`src/rtl/neopixel_rx_if.sv`:
```
// Pixel-side bundle of the WS2812 receiver: raw data line in, decoded pixels and strobes out.
// NEOPIXEL_RX_PASSTHRU_EN adds the daisy-chain output dout.
interface neopixel_rx_if;
   logic        din;
   logic [23:0] color;
   logic [15:0] address;
   logic        pixel_valid;
   logic        frame_done;
   logic        overflow;
   logic        error;
`ifdef NEOPIXEL_RX_PASSTHRU_EN
   logic        dout;

   modport master (
      input  din,
      output color, address, pixel_valid, frame_done, overflow, error, dout
   );
   modport slave (
      output din,
      input  color, address, pixel_valid, frame_done, overflow, error, dout
   );
`else
   modport master (
      input  din,
      output color, address, pixel_valid, frame_done, overflow, error
   );
   modport slave (
      output din,
      input  color, address, pixel_valid, frame_done, overflow, error
   );
`endif
endinterface

```
`src/rtl/neopixel_rx.sv`:
```
// WS2812 one-wire receiver: recovers {R,G,B} pixels and their frame index from a NeoPixel line.
// Optional NEOPIXEL_RX_PASSTHRU_EN drives bus.dout with the line once NUM_LEDS pixels are consumed.
module neopixel_rx #(
   parameter int unsigned NUM_LEDS   = 64,
   parameter int unsigned T_MIN_HIGH = 5,
   parameter int unsigned T_THRESH   = 15,
   parameter int unsigned T_MAX_HIGH = 30,
   parameter int unsigned T_RESET    = 1250
) (
   input  logic          clk,
   input  logic          rst,
   neopixel_rx_if.master bus
);
   localparam int unsigned HI_W = $clog2(T_MAX_HIGH + 2);
   localparam int unsigned LO_W = $clog2(T_RESET + 1);

   localparam logic [HI_W-1:0] HI_MIN  = HI_W'(T_MIN_HIGH);
   localparam logic [HI_W-1:0] HI_THR  = HI_W'(T_THRESH);
   localparam logic [HI_W-1:0] HI_MAX  = HI_W'(T_MAX_HIGH);
   localparam logic [HI_W-1:0] HI_ONE  = HI_W'(1);
   localparam logic [LO_W-1:0] LO_LAST = LO_W'(T_RESET - 1);
   localparam logic [LO_W-1:0] LO_ONE  = LO_W'(1);
   localparam logic [15:0]     IDX_N   = 16'(NUM_LEDS);

   typedef enum logic [1:0] {HUNT, IDLE, HIGH, LOW} state_t;

   state_t          state;
   logic            s1, s2, s3;
   logic [HI_W-1:0] hi_cnt;
   logic [LO_W-1:0] lo_cnt;
   logic [4:0]      bit_cnt;
   logic [23:0]     shreg;
   logic [15:0]     pix_idx;

   logic        rise, fall, bit_val;
   logic [23:0] sh_next;

   assign rise    = s2 & ~s3;
   assign fall    = ~s2 & s3;
   assign bit_val = (hi_cnt >= HI_THR);
   assign sh_next = {shreg[22:0], bit_val};

   always_ff @(posedge clk or posedge rst) begin
      if (rst) begin
         state           <= HUNT;
         s1              <= 1'b0;
         s2              <= 1'b0;
         s3              <= 1'b0;
         hi_cnt          <= '0;
         lo_cnt          <= '0;
         bit_cnt         <= '0;
         shreg           <= '0;
         pix_idx         <= '0;
         bus.color       <= '0;
         bus.address     <= '0;
         bus.pixel_valid <= 1'b0;
         bus.frame_done  <= 1'b0;
         bus.overflow    <= 1'b0;
         bus.error       <= 1'b0;
      end else begin
         s1 <= bus.din;
         s2 <= s1;
         s3 <= s2;
         bus.pixel_valid <= 1'b0;
         bus.frame_done  <= 1'b0;
         bus.error       <= 1'b0;

         case (state)
            HUNT: begin
               // Only a full reset gap re-arms the decoder; the aborted frame ends silently.
               if (s2) begin
                  lo_cnt <= '0;
               end else if (lo_cnt == LO_LAST) begin
                  lo_cnt       <= '0;
                  pix_idx      <= '0;
                  bus.overflow <= 1'b0;
                  state        <= IDLE;
               end else begin
                  lo_cnt <= lo_cnt + 1'b1;
               end
            end

            IDLE: begin
               if (rise) begin
                  hi_cnt  <= HI_ONE;
                  bit_cnt <= '0;
                  shreg   <= '0;
                  state   <= HIGH;
               end
            end

            HIGH: begin
               if (fall) begin
                  if (hi_cnt < HI_MIN || hi_cnt > HI_MAX) begin
                     bus.error <= 1'b1;
                     bit_cnt   <= '0;
                     shreg     <= '0;
                     lo_cnt    <= '0;
                     state     <= HUNT;
                  end else begin
                     shreg  <= sh_next;
                     lo_cnt <= LO_ONE;
                     state  <= LOW;
                     if (bit_cnt == 5'd23) begin
                        bit_cnt <= '0;
                        // Wire order is G,R,B; present as {R,G,B}.
                        if (pix_idx < IDX_N) begin
                           bus.color       <= {sh_next[15:8], sh_next[23:16], sh_next[7:0]};
                           bus.address     <= pix_idx;
                           bus.pixel_valid <= 1'b1;
                        end else begin
                           bus.overflow <= 1'b1;
                        end
                        if (pix_idx != 16'hFFFF) pix_idx <= pix_idx + 16'd1;
                     end else begin
                        bit_cnt <= bit_cnt + 5'd1;
                     end
                  end
               end else if (hi_cnt >= HI_MAX) begin
                  bus.error <= 1'b1;
                  bit_cnt   <= '0;
                  shreg     <= '0;
                  lo_cnt    <= '0;
                  state     <= HUNT;
               end else begin
                  hi_cnt <= hi_cnt + 1'b1;
               end
            end

            LOW: begin
               if (rise) begin
                  hi_cnt <= HI_ONE;
                  state  <= HIGH;
               end else if (lo_cnt == LO_LAST) begin
                  if (bit_cnt != '0)  bus.error      <= 1'b1;
                  if (pix_idx != '0)  bus.frame_done <= 1'b1;
                  pix_idx      <= '0;
                  bus.overflow <= 1'b0;
                  bit_cnt      <= '0;
                  shreg        <= '0;
                  lo_cnt       <= '0;
                  state        <= IDLE;
               end else begin
                  lo_cnt <= lo_cnt + 1'b1;
               end
            end

            default: state <= HUNT;
         endcase
      end
   end

`ifdef NEOPIXEL_RX_PASSTHRU_EN
   // pix_idx only reaches NUM_LEDS inside a live frame; HUNT/IDLE force the line quiet.
   assign bus.dout = s2 && (pix_idx >= IDX_N) && (state == HIGH || state == LOW);
`endif

endmodule
```
`src/flat_wrapper.sv`:
```
// flat-port wrapper written by rule: the top's interface ports become plain ports
module neopixel_rx_flat 
#(
   parameter int unsigned NUM_LEDS   = 64,
   parameter int unsigned T_MIN_HIGH = 5,
   parameter int unsigned T_THRESH   = 15,
   parameter int unsigned T_MAX_HIGH = 30,
   parameter int unsigned T_RESET    = 1250
)
  (clk, rst, bus_din, bus_color, bus_address, bus_pixel_valid, bus_frame_done, bus_overflow, bus_error);
  neopixel_rx_if bus_i ();
  input  logic clk;
  input  logic rst;
  input wire logic [$bits(bus_i.din)-1:0] bus_din;
  output wire logic [$bits(bus_i.color)-1:0] bus_color;
  output wire logic [$bits(bus_i.address)-1:0] bus_address;
  output wire logic [$bits(bus_i.pixel_valid)-1:0] bus_pixel_valid;
  output wire logic [$bits(bus_i.frame_done)-1:0] bus_frame_done;
  output wire logic [$bits(bus_i.overflow)-1:0] bus_overflow;
  output wire logic [$bits(bus_i.error)-1:0] bus_error;
  assign bus_i.din = bus_din;
  assign bus_color = bus_i.color;
  assign bus_address = bus_i.address;
  assign bus_pixel_valid = bus_i.pixel_valid;
  assign bus_frame_done = bus_i.frame_done;
  assign bus_overflow = bus_i.overflow;
  assign bus_error = bus_i.error;
  neopixel_rx #(.NUM_LEDS(NUM_LEDS), .T_MIN_HIGH(T_MIN_HIGH), .T_THRESH(T_THRESH), .T_MAX_HIGH(T_MAX_HIGH), .T_RESET(T_RESET)) u_core (.clk(clk), .rst(rst), .bus(bus_i));
endmodule
```
`config.mk`:
```
export PLATFORM = sky130hd
export DESIGN_NAME = neopixel_rx_flat
export DESIGN_NICKNAME = d
export VERILOG_FILES = /design/src/rtl/neopixel_rx_if.sv /design/src/rtl/neopixel_rx.sv /design/src/flat_wrapper.sv
export SDC_FILE = /design/constraint.sdc
export NUM_CORES = 1
export LEC_CHECK = 0
export CAP_MARGIN = 25
export CORE_ASPECT_RATIO = 0.8
export CORE_MARGIN = 4
export CORE_UTILIZATION = 45
export CTS_BUF_LIST = sky130_fd_sc_hd__clkbuf_8
export CTS_CLUSTER_DIAMETER = 40
export DETAILED_ROUTE_END_ITERATION = 7
export DONT_BUFFER_PORTS = 1
export PLACE_DENSITY_LB_ADDON = 0.3
export SLEW_MARGIN = 5
export SYNTH_ARGS = -nofsm -noshare
export SYNTH_HDL_FRONTEND = slang
export SYNTH_SLANG_ARGS = --single-unit
```
`constraint.sdc`:
```
create_clock -name clk -period 3 [get_ports clk]
set_input_delay 0.3 -clock clk [delete_from_list [all_inputs] [get_ports clk]]
set_output_delay 0.3 -clock clk [all_outputs]
set_load 0.03 [all_outputs]
```
After elaboration in Yosys (flattened, before gate mapping):

Index checks and enable logic that the tools add are counted.

* $add $sub $neg: 4
* reductions and logical operators: 15
* multiplexer cells: 66
* order comparisons: 5
* equality and inequality tests: 19
* bitwise gates (word level): 5

Operators with widths (number)
* 2-to-1 mux 23 bit: 6
* 2-to-1 mux 16 bit: 7
* case mux 23 bit (3 select lines): 1
* 2-to-1 mux 11 bit: 5
* 2-to-1 mux 5 bit: 10
* case mux 16 bit (3 select lines): 1
* case mux 11 bit (3 select lines): 1
* 2-to-1 mux 1 bit: 23
* adder 16 x 1 -> 16 bit (second input constant): 1
* less-than comparator 16 x 7 -> 1 bit (second input constant): 1
* inequality test 16 bit (second input constant): 1
* nonzero test 16 bit: 1
* case mux 5 bit (3 select lines): 1
* 2-to-1 mux 2 bit: 7
* AND reduction 7 bit: 2
* inequality test 2 x 1 -> 1 bit (second input constant): 6
* inequality test 2 bit (second input constant): 6
* adder 11 x 1 -> 11 bit (second input constant): 1
* == test 11 bit (second input constant): 1
* adder 5 x 1 -> 5 bit (second input constant): 2
* case mux 5 bit (2 select lines): 1
* AND reduction 5 bit: 2
* case mux 2 bit (4 select lines): 1
* AND reduction 3 bit: 2
* other kinds (19): 24

* input port bits: 3
* word-level logic and storage cells: 129
* output and inout bits: 44
* register bits: 109

Longest topological paths before layout:

Gate-level depths: netlist (run 1).

* depth in word-level cells: 6
* depth in mapped cells: 10
* mapped depth without buffers: 7

Worst setup path before layout (run 1):

Ideal clock, no wire load.

* path type: register -> register
* start point: reg u_core.hi_cnt[0]
* end point: reg u_core.pix_idx[7]
* setup slack: 671 ps
* cell stages (with the launch flop): 10
* path buffers: 2
* data required time: 2874 ps
* arrival: 2203 ps
* cells stage by stage: dfrtp_1 inv_1 ha_1 nand4b_1 o2bb2ai_1 or3b_1 clkbuf_1 a211o_1 buf_2 a221o_1

* word-level cells in the longest chain between the ends: 4
* elaborated cells on any way between the ends: 5
* those cells by class: order compare (2); eq/ne (1); reduce/logical (2)

Ends and longest elaborated chain
* start, declared: line neopixel_rx.sv:29 `logic [HI_W-1:0] hi_cnt;`
* start signal, assigned: line neopixel_rx.sv:126 `hi_cnt <= hi_cnt + 1'b1;`
* less-than comparator 5 x 3 -> 1 bit or greater-than comparator 5 bit (tied branches): line neopixel_rx.sv:94 `if (hi_cnt < HI_MIN || hi_cnt > HI_MAX) begin`
* logical OR 1 bit (*): line neopixel_rx.sv:94
* inequality test 2 bit (no source line) (*)
* AND reduction 7 bit (no source line) (*)
* end signal, assigned: line neopixel_rx.sv:114 `if (pix_idx != 16'hFFFF) pix_idx <= pix_idx + 16'd1;`
* end, declared: line neopixel_rx.sv:33 `logic [15:0] pix_idx;`

Mark *: on every way between the ends. The rest lies on a longest branch, timed or not.
A chain may end at the register's enable or synchronous reset.

Final worst setup path (run 1):

Ends and elaborated chain as after synthesis.

==> summary.txt, run 1 <==
CTS
  • Post-CTS setup buffer count: 0
  • Reg clk slew, reported paths: 0.10 ns
  • CTS buffer count: 9
  • Clock latency at the later pin of the worst-skew pair: 0.38 ns
  • Num Clock Sinks: 109
  • CTS resizes: 0
  • CTS H-tree depth: 3
  • CTS tree: built
  • CTS Hold Buffers Added: 2
  • Clock Tree Buf Depth: 2
  • Root Driver: clkbuf_8

Worst setup path
  • Buf+Inv Stages, Crit Path: 1
  • Reg2Reg Setup Slack: 0.48 ns
  • CP arrival: 2.79 ns
  • Crit end category: flop
  • Top Family by Delay on Critical Path: compound AO/OA/AOI/OAI gates
  • RR Endpoint: u_core.pix_idx[7]
  • Slowest Stage Delay on Critical Path: 0.52 ns
  • Startpoint Class: flop
  • R2r worst-path depth: 7
  • Worst r2r src: u_core.hi_cnt[0]
  • Crit path kind: flop to flop
  • Crit path max fanout: 12
  • Critical path's slowest cell: or3b_1
  • Worst Path Required: 3.26 ns
  • Crit-path cells: inv_1 > ha_1 > nand4b_1 > o2bb2ai_1 > or3b_1 > a211o_1 > a221o_1

Die
  • # IOs: 47
  • Core Area: 11100 µm²
  • Initial Util: 0.4708
  • Die W: 128.5 µm
  • Die height: 104.4 µm
  • Die Area: 13420 µm²
  • Placement row count: 34

Finish
  • Antenna Cells: 0
  • Most common cell after layout, fill and taps aside: dfrtp_1
  • P&R area growth vs syn: 7.707%
  • Final nets: 539
  • Most frequent cells in the layout: dfrtp_1, o21ai_0, nand2_1
  • Fillers: 983
  • Fraction of layout cells with a size suffix above 1: 0.09867

Pwr
  • P_leak: 2.356 nW
  • Power share of the clock group: 0.375
  • VDD IR max: 0.2449 mV
  • Int Pwr: 1.887 mW
  • Pwr Density: 438.3 nW/µm²
  • Comb power frac: 0.025
  • Psw: 580.9 µW
  • Switching share of power: 0.2354
  • Sequential fraction of design power: 0.600

Yosys
  • Yosys warnings: 0
  • Async set-reset flop share out of synthesis: 1.000
  • Post-synth top flop: dfrtp_1
  • Syn Area/Cell: 9.938 µm²
  • Synthesized cell area: 5228 µm²
  • Mapped Cells: 526
  • Yosys cell types: 55
  • Syn nets: 543
  • Seq cells post-synth: 109
  • Sequential area share after synthesis: 0.5218
  • Number of enable flip-flop cells after synthesis: 0

Drt
  • Vias: 3838
  • DRT antenna net count: 0
  • DR pass1 iterations: 4
  • WL final: 10620 µm
  • Routed vias/inst: 5.720
  • Drt wl/cell: 15.82 µm
  • DR iter-0 viols: 249
  • Drt drc: 0

Timing
  • FMAX: 0.3965 GHz
  • Final hold vios: 0
  • Slack of the critical path: 0.4780 ns
  • Unrepaired setup endpoints after global routing: no
  • Setup TNS: 0 ns
  • Max Clock Skew: 0.01003 ns
  • Final setup fails: 0
  • Period minus WS final: 2.522 ns
  • Worst-Margin Slew: 0.7886 ns
  • Period utilization: 0.8407
  • Final Slew Violations: 0
  • Slew Limit Headroom: 0.4732

Outcome
  • Status: finished clean

Flow run
  • Maxcap violations: 0

Global route
  • Initial antenna violation count: 0
  • First-pass GRT wire length: 18070 µm
  • GRT Total Usage: 0.1628
  • Vias in the first global route: 3535
  • Largest net degree at the start of global routing: 76
  • Overflow after GRT: 0

Place
  • Final HPWL DP: 7171 µm
  • Port buffer count: 0
  • Pre-CTS WS: 0.4937 ns
  • Routability Congestion: 0.8724

Min path
  • Cells on Worst Hold Path: 0
  • Hold EP: u_core.s2
  • Hold path startpoint: u_core.s1
  • Worst min path class: flop to flop
==> stage by stage <==
| stage | total power [mW] | cells | util | area [µm²] | hold WS [ns] |
|---|---|---|---|---|---|
| 2_1_floorplan | 1.551 | 526 | - | 5231 | 0.3312 |
| 3_3_place_gp | 1.569 | 653 | 0.4867 | 5404 | 0.3315 |
| 3_5_place_dp | 1.570 | 653 | 0.4867 | 5404 | 0.3315 |
| 4_1_cts | 2.503 | 671 | 0.5071 | 5630 | 0.3935 |
| 5_1_grt | 2.573 | 671 | 0.5071 | 5630 | 0.4111 |
| 6_report | 2.468 | 671 | 0.5071 | 5630 | 0.3918 |
==> cell type report <==
class	instances	area, µm²	share of cell area
multi-input cells	348	2220	0.3942
clock inverters	7	82.58	0.01467
repair buffers	16	150.1	0.02667
inverters	38	146.4	0.02600
flip-flops and latches	109	2728	0.4844
clock buffers	9	123.9	0.02200
well taps	144	180.2	0.03200
==> worst max-delay path by stage <==
| stage | start | end | slack, ns | cells after the start |
|---|---|---|---|---|
| after floorplan | u_core.hi_cnt[0] | u_core.pix_idx[7] | 0.67 | 9 |
| after global placement | u_core.hi_cnt[0] | u_core.pix_idx[7] | 0.59 | 7 |
| after detailed placement | u_core.hi_cnt[0] | u_core.pix_idx[14] | 0.49 | 7 |
| after CTS | u_core.hi_cnt[0] | u_core.pix_idx[7] | 0.47 | 7 |
| after global routing | u_core.hi_cnt[0] | u_core.pix_idx[11] | 0.31 | 7 |
| final | u_core.hi_cnt[0] | u_core.pix_idx[7] | 0.48 | 7 |
==> power groups by stage <==
| stage | clock network, mW | registers (mW) | logic [mW] |
|---|---|---|---|
| floorplan | 0 | 1.51 | 0.0432 |
| global placement | 0 | 1.51 | 0.0597 |
| detailed placement | 0 | 1.51 | 0.0612 |
| CTS | 0.959 | 1.48 | 0.0637 |
| global route | 1.02 | 1.48 | 0.0715 |
| finish | 0.927 | 1.48 | 0.0610 |
==> state kept, by name (all words and copies together) (netlist names), 2 cells and up <==
| signal | flops |
|---|---|
| u_core.bus.color | 24 |
| u_core.shreg | 23 |
| u_core.bus.address | 16 |
| u_core.pix_idx | 16 |
| u_core.lo_cnt | 11 |
| u_core.bit_cnt | 5 |
| u_core.hi_cnt | 5 |
| u_core.state | 2 |
==> logic make-up after synthesis <==
kind of cell | Yosys count | share of synthesized area
AO/OA/AOI/OAI | 154 | 0.1944
adder cells (fa/ha/maj) | 14 | 0.03351
buffers and inverters | 69 | 0.05577
flip-flops | 109 | 0.5218
multiplexers | 10 | 0.02082
AND/OR/NAND/NOR | 170 | 0.1738
==> metal layers <==
layer,part of all wire,vias to the layer above,global-route usage
met5,0,-,0
met4,0.0098,0,0.04423
met3,0.047,8,0.04312
met2,0.43,90,0.2283
met1,0.51,1864,0.2475
li1,-,1876,-
==> cell usage after synthesis (all sizes together), types with 4 or more instances <==
| cell type | number | area, µm² |
|---|---|---|
| a21oi | 6 | 30.03 |
| a31oi | 6 | 43.79 |
| and2 | 11 | 68.82 |
| and3 | 10 | 62.56 |
| and4 | 4 | 35.03 |
| buf | 7 | 58.80 |
| clkbuf | 24 | 90.09 |
| dfrtp | 109 | 2728 |
| ha | 14 | 175.2 |
| inv | 38 | 142.6 |
| mux2 | 7 | 78.83 |
| nand2 | 59 | 221.5 |
| nand2b | 4 | 25.02 |
| nand3 | 17 | 85.08 |
| nand4 | 4 | 25.02 |
| nor2 | 16 | 60.06 |
| nor3 | 7 | 35.03 |
| nor4 | 13 | 96.34 |
| nor4b | 4 | 35.03 |
| o21ai | 74 | 370.4 |
| o22a | 9 | 78.83 |
| o31ai | 35 | 292.8 |
| or2 | 4 | 25.03 |
| or4 | 5 | 41.29 |
Power figures use the tool's default switching activity.
==> run 2: changes to the inputs <==
==> constraint.sdc (replaced) <==
create_clock -name clk -period 2.1 [get_ports clk]
set_input_delay 0.21 -clock clk [delete_from_list [all_inputs] [get_ports clk]]
set_output_delay 0.21 -clock clk [all_outputs]
set_load 0.03 [all_outputs]
==> run 2 against run 1 <==
  * The run now ends with negative setup slack left
  * Power grew 45%
  * Cell count is 8.3% higher
  * Clock skew increased by 0.0072 ns
  * Critical path depth decreased by 2
  * Critical endpoint is now u_core.pix_idx[11]
==> summary.txt, run 2 (synthesis gave the netlist of run 1 again) <==
Finish
  • Biggest regs: u_core.bus.color: 24 flops, u_core.shreg: 23 flops
  • Fraction of layout cells with a size suffix above 1: 0.2470 (+0.1483)
  • Seq. cell area: 2728 µm² (unchanged)
  • Antenna Cells: 0 (unchanged)
  • Final nets: 595 (+10%)
  • Multi-input gate area: 2421 µm² (+9.1%)
  • Post-route cell area: 6352 µm² (+13%)
  • Fillers: 939 (-4.5%)
  • Top reg by flops: u_core.bus.color
  • Most frequent cells in the layout: dfrtp_1, buf_4, nand2_1
  • P&R area growth vs syn: 21.52%
  • Max FFs per register: 24 (unchanged)
  • Most common cell after layout, fill and taps aside: dfrtp_1

Place
  • DP Area: 5827 µm² (+7.8%)
  • Routability Congestion: 0.9254 (+6.1%)
  • Port buffer count: 0 (unchanged)
  • Pre-CTS WS: -0.07641 ns (-0.5702 ns)
  • Final HPWL DP: 8275 µm (+15%)

Worst setup path
  • Crit path max fanout: 6 (-6)
  • Top Family by Delay on Critical Path: simple AND/OR/NAND/NOR gates
  • Reg2Reg Setup Slack: -0.07 ns (-0.54 ns)
  • Buf+Inv Stages, Crit Path: 0 (-1)
  • CP Launch Point: u_core.lo_cnt[8]
  • Crit-path cells: or4_4 > nor4_4 > nand2_1 > a211o_4 > a221o_1
  • Crit end category: flop
  • Worst r2r src: u_core.lo_cnt[8]
  • Crit path kind: flop to flop
  • Critical path's slowest cell: or4_4
  • Worst path depth: 5 (-2)
  • Slowest Stage Delay on Critical Path: 0.56 ns (+0.04 ns)
  • Startpoint Class: flop
  • Worst Path Required: 2.37 ns (-0.89 ns)
  • R2r worst-path depth: 5 (-2)
  • CP Capture Point: u_core.pix_idx[11]
  • RR Endpoint: u_core.pix_idx[11]
  • CP arrival: 2.44 ns (-0.35 ns)

Global route
  • Vias in the first global route: 4075 (+15%)
  • Initial antenna violation count: 0 (unchanged)
  • First-pass GRT wire length: 20530 µm (+14%)
  • Largest net degree at the start of global routing: 88 (+16%)
  • GRT Total Usage: 0.1857 (+0.02288)
  • Overflow after GRT: 0 (unchanged)

Die
  • Placement row count: 34 (unchanged)
  • # IOs: 47 (unchanged)
  • Core Area: 11100 µm² (unchanged)
  • Initial Util: 0.4708 (unchanged)
  • Die W: 128.5 µm (unchanged)
  • Die Area: 13420 µm² (unchanged)
  • Die height: 104.4 µm (unchanged)

Pwr
  • Psw: 843.4 µW (+45%)
  • Int Pwr: 2.746 mW (+46%)
  • Switching share of power: 0.2350 (-0.0004023)
  • Comb power frac: 0.031 (+0.006)
  • P_leak: 2.738 nW (+16%)
  • Power share of the clock group: 0.381 (+0.006)
  • Sequential fraction of design power: 0.588 (-0.012)
  • Pwr Density: 565.0 nW/µm² (+29%)
  • VDD IR max: 0.4023 mV (+64%)
  • Total power: 3.589 mW (+45%)

Timing
  • Unrepaired setup endpoints after global routing: yes
  • Slack of the critical path: -0.06633 ns (-0.5443 ns)
  • Final setup fails: 35 (+35)
  • Max Clock Skew: 0.01720 ns (+0.007162 ns)
  • Hold Slack: 0.2118 ns (-0.1799 ns)
  • Slew Limit Headroom: 0.6721 (+0.1990)
  • Setup TNS: -0.8403 ns (-0.8403 ns)
  • Period utilization: 1.032 (+0.1909)
  • Final hold vios: 0 (unchanged)
  • Period minus WS final: 2.166 ns (-0.3557 ns)
  • FMAX: 0.4616 GHz (+16%)
  • Final Slew Violations: 0 (unchanged)
  • Worst-Margin Slew: 0.4918 ns (-0.2968 ns)

Outcome
  • Status: finished, violations left
  • Failing checks: negative setup slack

CTS
  • Clock latency at the later pin of the worst-skew pair: 0.38 ns (about the same)
  • Reg clk slew, reported paths: 0.11 ns (about the same)
  • Clock Tree Buf Depth: 2 (unchanged)
  • Num Clock Sinks: 109 (unchanged)
  • CTS H-tree depth: 3 (unchanged)
  • CTS tree: built
  • CTS buffer count: 9 (unchanged)
  • Root Driver: clkbuf_8

Drt
  • DR pass1 iterations: 5 (+1)
  • Vias: 4190 (+9.2%)
  • DRT antenna net count: 0 (unchanged)
  • Routed vias/inst: 5.763 (+0.76%)
  • DR iter-0 viols: 353 (+42%)
  • Drt drc: 0 (unchanged)
  • Drt wl/cell: 17.08 µm (+8.0%)
  • WL final: 12420 µm (+17%)

Flow run
  • Maxcap violations: 0 (unchanged)

Min path
  • Worst min path class: input port to async pin
-- run 2: power by group through the flow --
stage          Combinational, mW  Clock, mW  Sequential (mW)
3_5_place_dp               0.108          0             2.15
6_report                   0.113       1.37             2.11
4_1_cts                    0.113       1.40             2.11
5_1_grt                    0.131       1.48             2.11
2_1_floorplan             0.0617          0             2.15
3_3_place_gp               0.105          0             2.15
-- run 2: area by class of cell --
class / count / share of cell area
sequential: 109 / 0.4294
multi-input combinational: 348 / 0.3811
timing repair buffer: 72 / 0.1044
tap: 144 / 0.02836
inverter: 38 / 0.02305
clock buffer: 10 / 0.02167
clock inverter: 6 / 0.01201
-- run 2: how the worst min path moves through the flow --
stage	from	endpoint
after global placement	rst	u_core.lo_cnt[1]
after global routing	rst	u_core.s1
after detailed placement	rst	u_core.lo_cnt[1]
after CTS	rst	u_core.lo_cnt[2]
after floorplan	bus_din	u_core.s1
final	rst	u_core.lo_cnt[2]
-- run 2: metal layers --
layer | GRT usage | wire, µm | up-vias
met2 | 0.2699 | 5547 | 111
li1 | - | - | 1995
met1 | 0.2778 | 6008 | 2069
met4 | 0.04723 | 118 | 0
met5 | 0 | 0 | -
met3 | 0.04569 | 743 | 15
-- run 2: timing repair --
action	in CTS	in global routing
endpoints found under the hold margin	110	0
resized for setup	13	47
setup endpoints to repair	43	63
pin swaps	3	3
gates cloned	0	3
hold buffers	2	0
buffers inserted	1	1
-- run 2: metrics by stage --
step | utilization | cells
after global routing | 0.5721 | 727
after CTS | 0.5530 | 723
after global placement | 0.5248 | 704
final | 0.5721 | 727
after detailed placement | 0.5248 | 704
after floorplan | - | 526
==> run 3: changes to the inputs <==
--- a/config.mk
+++ b/config.mk
@@ -8,13 +8,13 @@
 export CAP_MARGIN = 25
 export CORE_ASPECT_RATIO = 0.8
 export CORE_MARGIN = 4
-export CORE_UTILIZATION = 45
+export CORE_UTILIZATION = 30
 export CTS_BUF_LIST = sky130_fd_sc_hd__clkbuf_8
 export CTS_CLUSTER_DIAMETER = 40
 export DETAILED_ROUTE_END_ITERATION = 7
 export DONT_BUFFER_PORTS = 1
 export PLACE_DENSITY_LB_ADDON = 0.3
-export SLEW_MARGIN = 5
+export REMOVE_ABC_BUFFERS = 1
 export SYNTH_ARGS = -nofsm -noshare
 export SYNTH_HDL_FRONTEND = slang
 export SYNTH_SLANG_ARGS = --single-unit
==> run 3 against run 2 <==
  * Critical endpoint is now u_core.pix_idx[14]
  * Largest cell class is now multi-input gates
  * Cell count up 13%
  * Cell area up 13%
  * Clock power about the same
  * Sequential power about the same
  * Non-clock buffer count up 18
  * Worst hold slack better by 0.16 ns
  * Sequential share of layout area down 4.9 points
  * First-iteration DRC count down 27%
  * Maximum frequency down 3.5%
  * Global-route usage down 4.0 points
  * Flip-flop and latch count unchanged
  * The run still ends with negative setup slack left
  * Clock skew down 0.0087 ns
  * Largest power group unchanged
  * Highest routed layer unchanged
==> summary.txt, run 3 (synthesis gave the netlist of run 1 again) <==
Global route
  • GRT Total Usage: 0.1460 (-0.03970)
  • Vias in the first global route: 4495 (+10%)
  • Overflow after GRT: 0 (unchanged)
  • Initial antenna violation count: 0 (unchanged)
  • First-pass GRT wire length: 23640 µm (+15%)
  • Largest net degree at the start of global routing: 44 (-50%)

Drt
  • Drt wl/cell: 17.94 µm (+5.1%)
  • Vias: 4437 (+5.9%)
  • Drt drc: 0 (unchanged)
  • DRT antenna net count: 0 (unchanged)
  • Routed vias/inst: 5.404 (-6.2%)
  • DR pass1 iterations: 5 (unchanged)
  • WL final: 14730 µm (+19%)
  • DR iter-0 viols: 256 (-27%)

Die
  • Placement row count: 42 (+24%)
  • Die height: 126.1 µm (+21%)
  • Die Area: 19610 µm² (+46%)
  • Initial Util: 0.3109 (-0.1600)
  • Die W: 155.6 µm (+21%)
  • Core Area: 16820 µm² (+51%)
  • # IOs: 47 (unchanged)

Worst setup path
  • Crit path kind: flop to flop
  • Crit-path cells: or4_4 > nor4_4 > nand2_2 > a211o_4 > a221o_1
  • Startpoint Class: flop
  • Worst Path Required: 2.37 ns (about the same)
  • CP arrival: 2.51 ns (+0.07 ns)
  • Critical path's slowest cell: or4_4
  • Crit path max fanout: 5 (-1)
  • Slowest Stage Delay on Critical Path: 0.56 ns (about the same)
  • Crit end category: flop

Finish
  • Seq. cell area: 2728 µm² (unchanged)
  • P&R area growth vs syn: 37.24%
  • Max FFs per register: 24 (unchanged)
  • Antenna Cells: 0 (unchanged)
  • Most common cell after layout, fill and taps aside: dfrtp_1
  • Fillers: 1561 (+66%)
  • Most frequent cells in the layout: dfrtp_1, buf_4, nand2_1
  • Biggest regs: u_core.bus.color: 24 flops, u_core.shreg: 23 flops
  • Fraction of layout cells with a size suffix above 1: 0.3677 (+0.1207)
  • Multi-input gate area: 2835 µm² (+17%)
  • Top reg by flops: u_core.bus.color
  • Final nets: 613 (+3.0%)

Flow run
  • Maxcap violations: 0 (unchanged)

Outcome
  • Status: finished, violations left
  • Failing checks: negative setup slack

Timing
  • Period utilization: 1.068 (+0.03688)
  • Hold Slack: 0.3678 ns (+0.1559 ns)
  • Setup TNS: -6.356 ns (-5.516 ns)
  • Period minus WS final: 2.244 ns (+0.07744 ns)
  • Final hold vios: 0 (unchanged)
  • Worst-Margin Slew: 0.6105 ns (+0.1187 ns)
  • Unrepaired setup endpoints after global routing: yes
  • Final setup fails: 80 (+130%)
  • Final Slew Violations: 0 (unchanged)
  • Max Clock Skew: 0.008466 ns (-0.008729 ns)
  • Slack of the critical path: -0.1438 ns (-0.07744 ns)
  • Slew Limit Headroom: 0.5930 (-0.07911)
  • FMAX: 0.4457 GHz (-3.5%)

CTS
  • Root Driver: clkbuf_8
  • Num Clock Sinks: 109 (unchanged)
  • CTS H-tree depth: 3 (unchanged)
  • CTS tree: built
  • CTS buffer count: 9 (unchanged)
  • Clock Tree Buf Depth: 2 (unchanged)
  • Reg clk slew, reported paths: 0.11 ns (about the same)
  • Clock latency at the later pin of the worst-skew pair: 0.37 ns (about the same)

Place
  • Port buffer count: 0 (unchanged)
  • Routability Congestion: 0.8153 (-12%)
  • Final HPWL DP: 8829 µm (+6.7%)

Pwr
  • P_leak: 2.991 nW (+9.2%)
  • Pwr Density: 504.3 nW/µm² (-11%)
  • VDD IR max: 0.4975 mV (+24%)

Min path
  • Worst min path class: flop to flop
## run 3: cell count changes in the layout (fill, tap and decap cells not counted), sizes merged
cell	previous run	this run
buf	67	85
## run 3: where the power goes
| group | switching (mW) | internal, mW |
|---|---|---|
| combinational | 0.0812 | 0.0370 |
| clock | 0.782 | 0.608 |
| sequential | 0.00396 | 2.11 |
## run 3: worst max-delay path, delay by kind of cell (launching register included)
kind,cells,cell delay (ns)
simple gates,3,1.01
compound gates,2,0.73
flops,1,0.40
## run 3: metrics by stage
stage	util	power, mW	instance area, µm²	setup WS (ns)	cells
6_report	0.4266	3.618	7174	-0.1438	821
3_3_place_gp	0.3548	2.260	5966	-0.1432	788
5_1_grt	0.4266	3.775	7174	-0.1831	821
4_1_cts	0.3958	3.660	6656	-0.09631	817
2_1_floorplan	-	2.214	5079	-1.264	495
3_5_place_dp	0.3548	2.264	5966	-0.1685	788
## run 3: timing repair
action / 4_1_cts / 5_1_grt
pin swaps: 7 / 13
buffers inserted: 5 / 1
gates cloned: 6 / 3
endpoints found under the hold margin: 42 / 0
hold buffers: 2 / 0
gates resized for setup: 91 / 102
endpoints found under the setup margin: 90 / 95
## run 3: path summary, 6_finish.rpt
kind / from / end / slack [ns] / cells after the start
max in group asynchronous: rst / u_core.pix_idx[9] / 1.10 / 3
worst max register to register: u_core.lo_cnt[8] / u_core.pix_idx[14] / -0.14 / 5
worst max-delay path: u_core.lo_cnt[8] / u_core.pix_idx[14] / -0.14 / 5
min in group asynchronous: rst / u_core.bus.address[6] / 0.39 / 2
worst min-delay path: u_core.s1 / u_core.s2 / 0.37 / 0
worst min register to register: u_core.s1 / u_core.s2 / 0.37 / 0
## run 3: cell type report
cell class,instances,area share
timing repair buffer,90,0.1353
sequential,109,0.3802
multi-input combinational,348,0.3952
clock inverter,6,0.01081
tap,220,0.03837
clock buffer,10,0.01918
inverter,38,0.02093
## run 3: metal layers
layer,vias up,global-route usage,routed length [µm],part of all wire
li1,2033,-,-,-
met1,2307,0.2129,7146,0.49
met2,85,0.2232,6814,0.46
met3,12,0.02881,599,0.041
met4,0,0.03654,172,0.012
met5,-,0,0,0
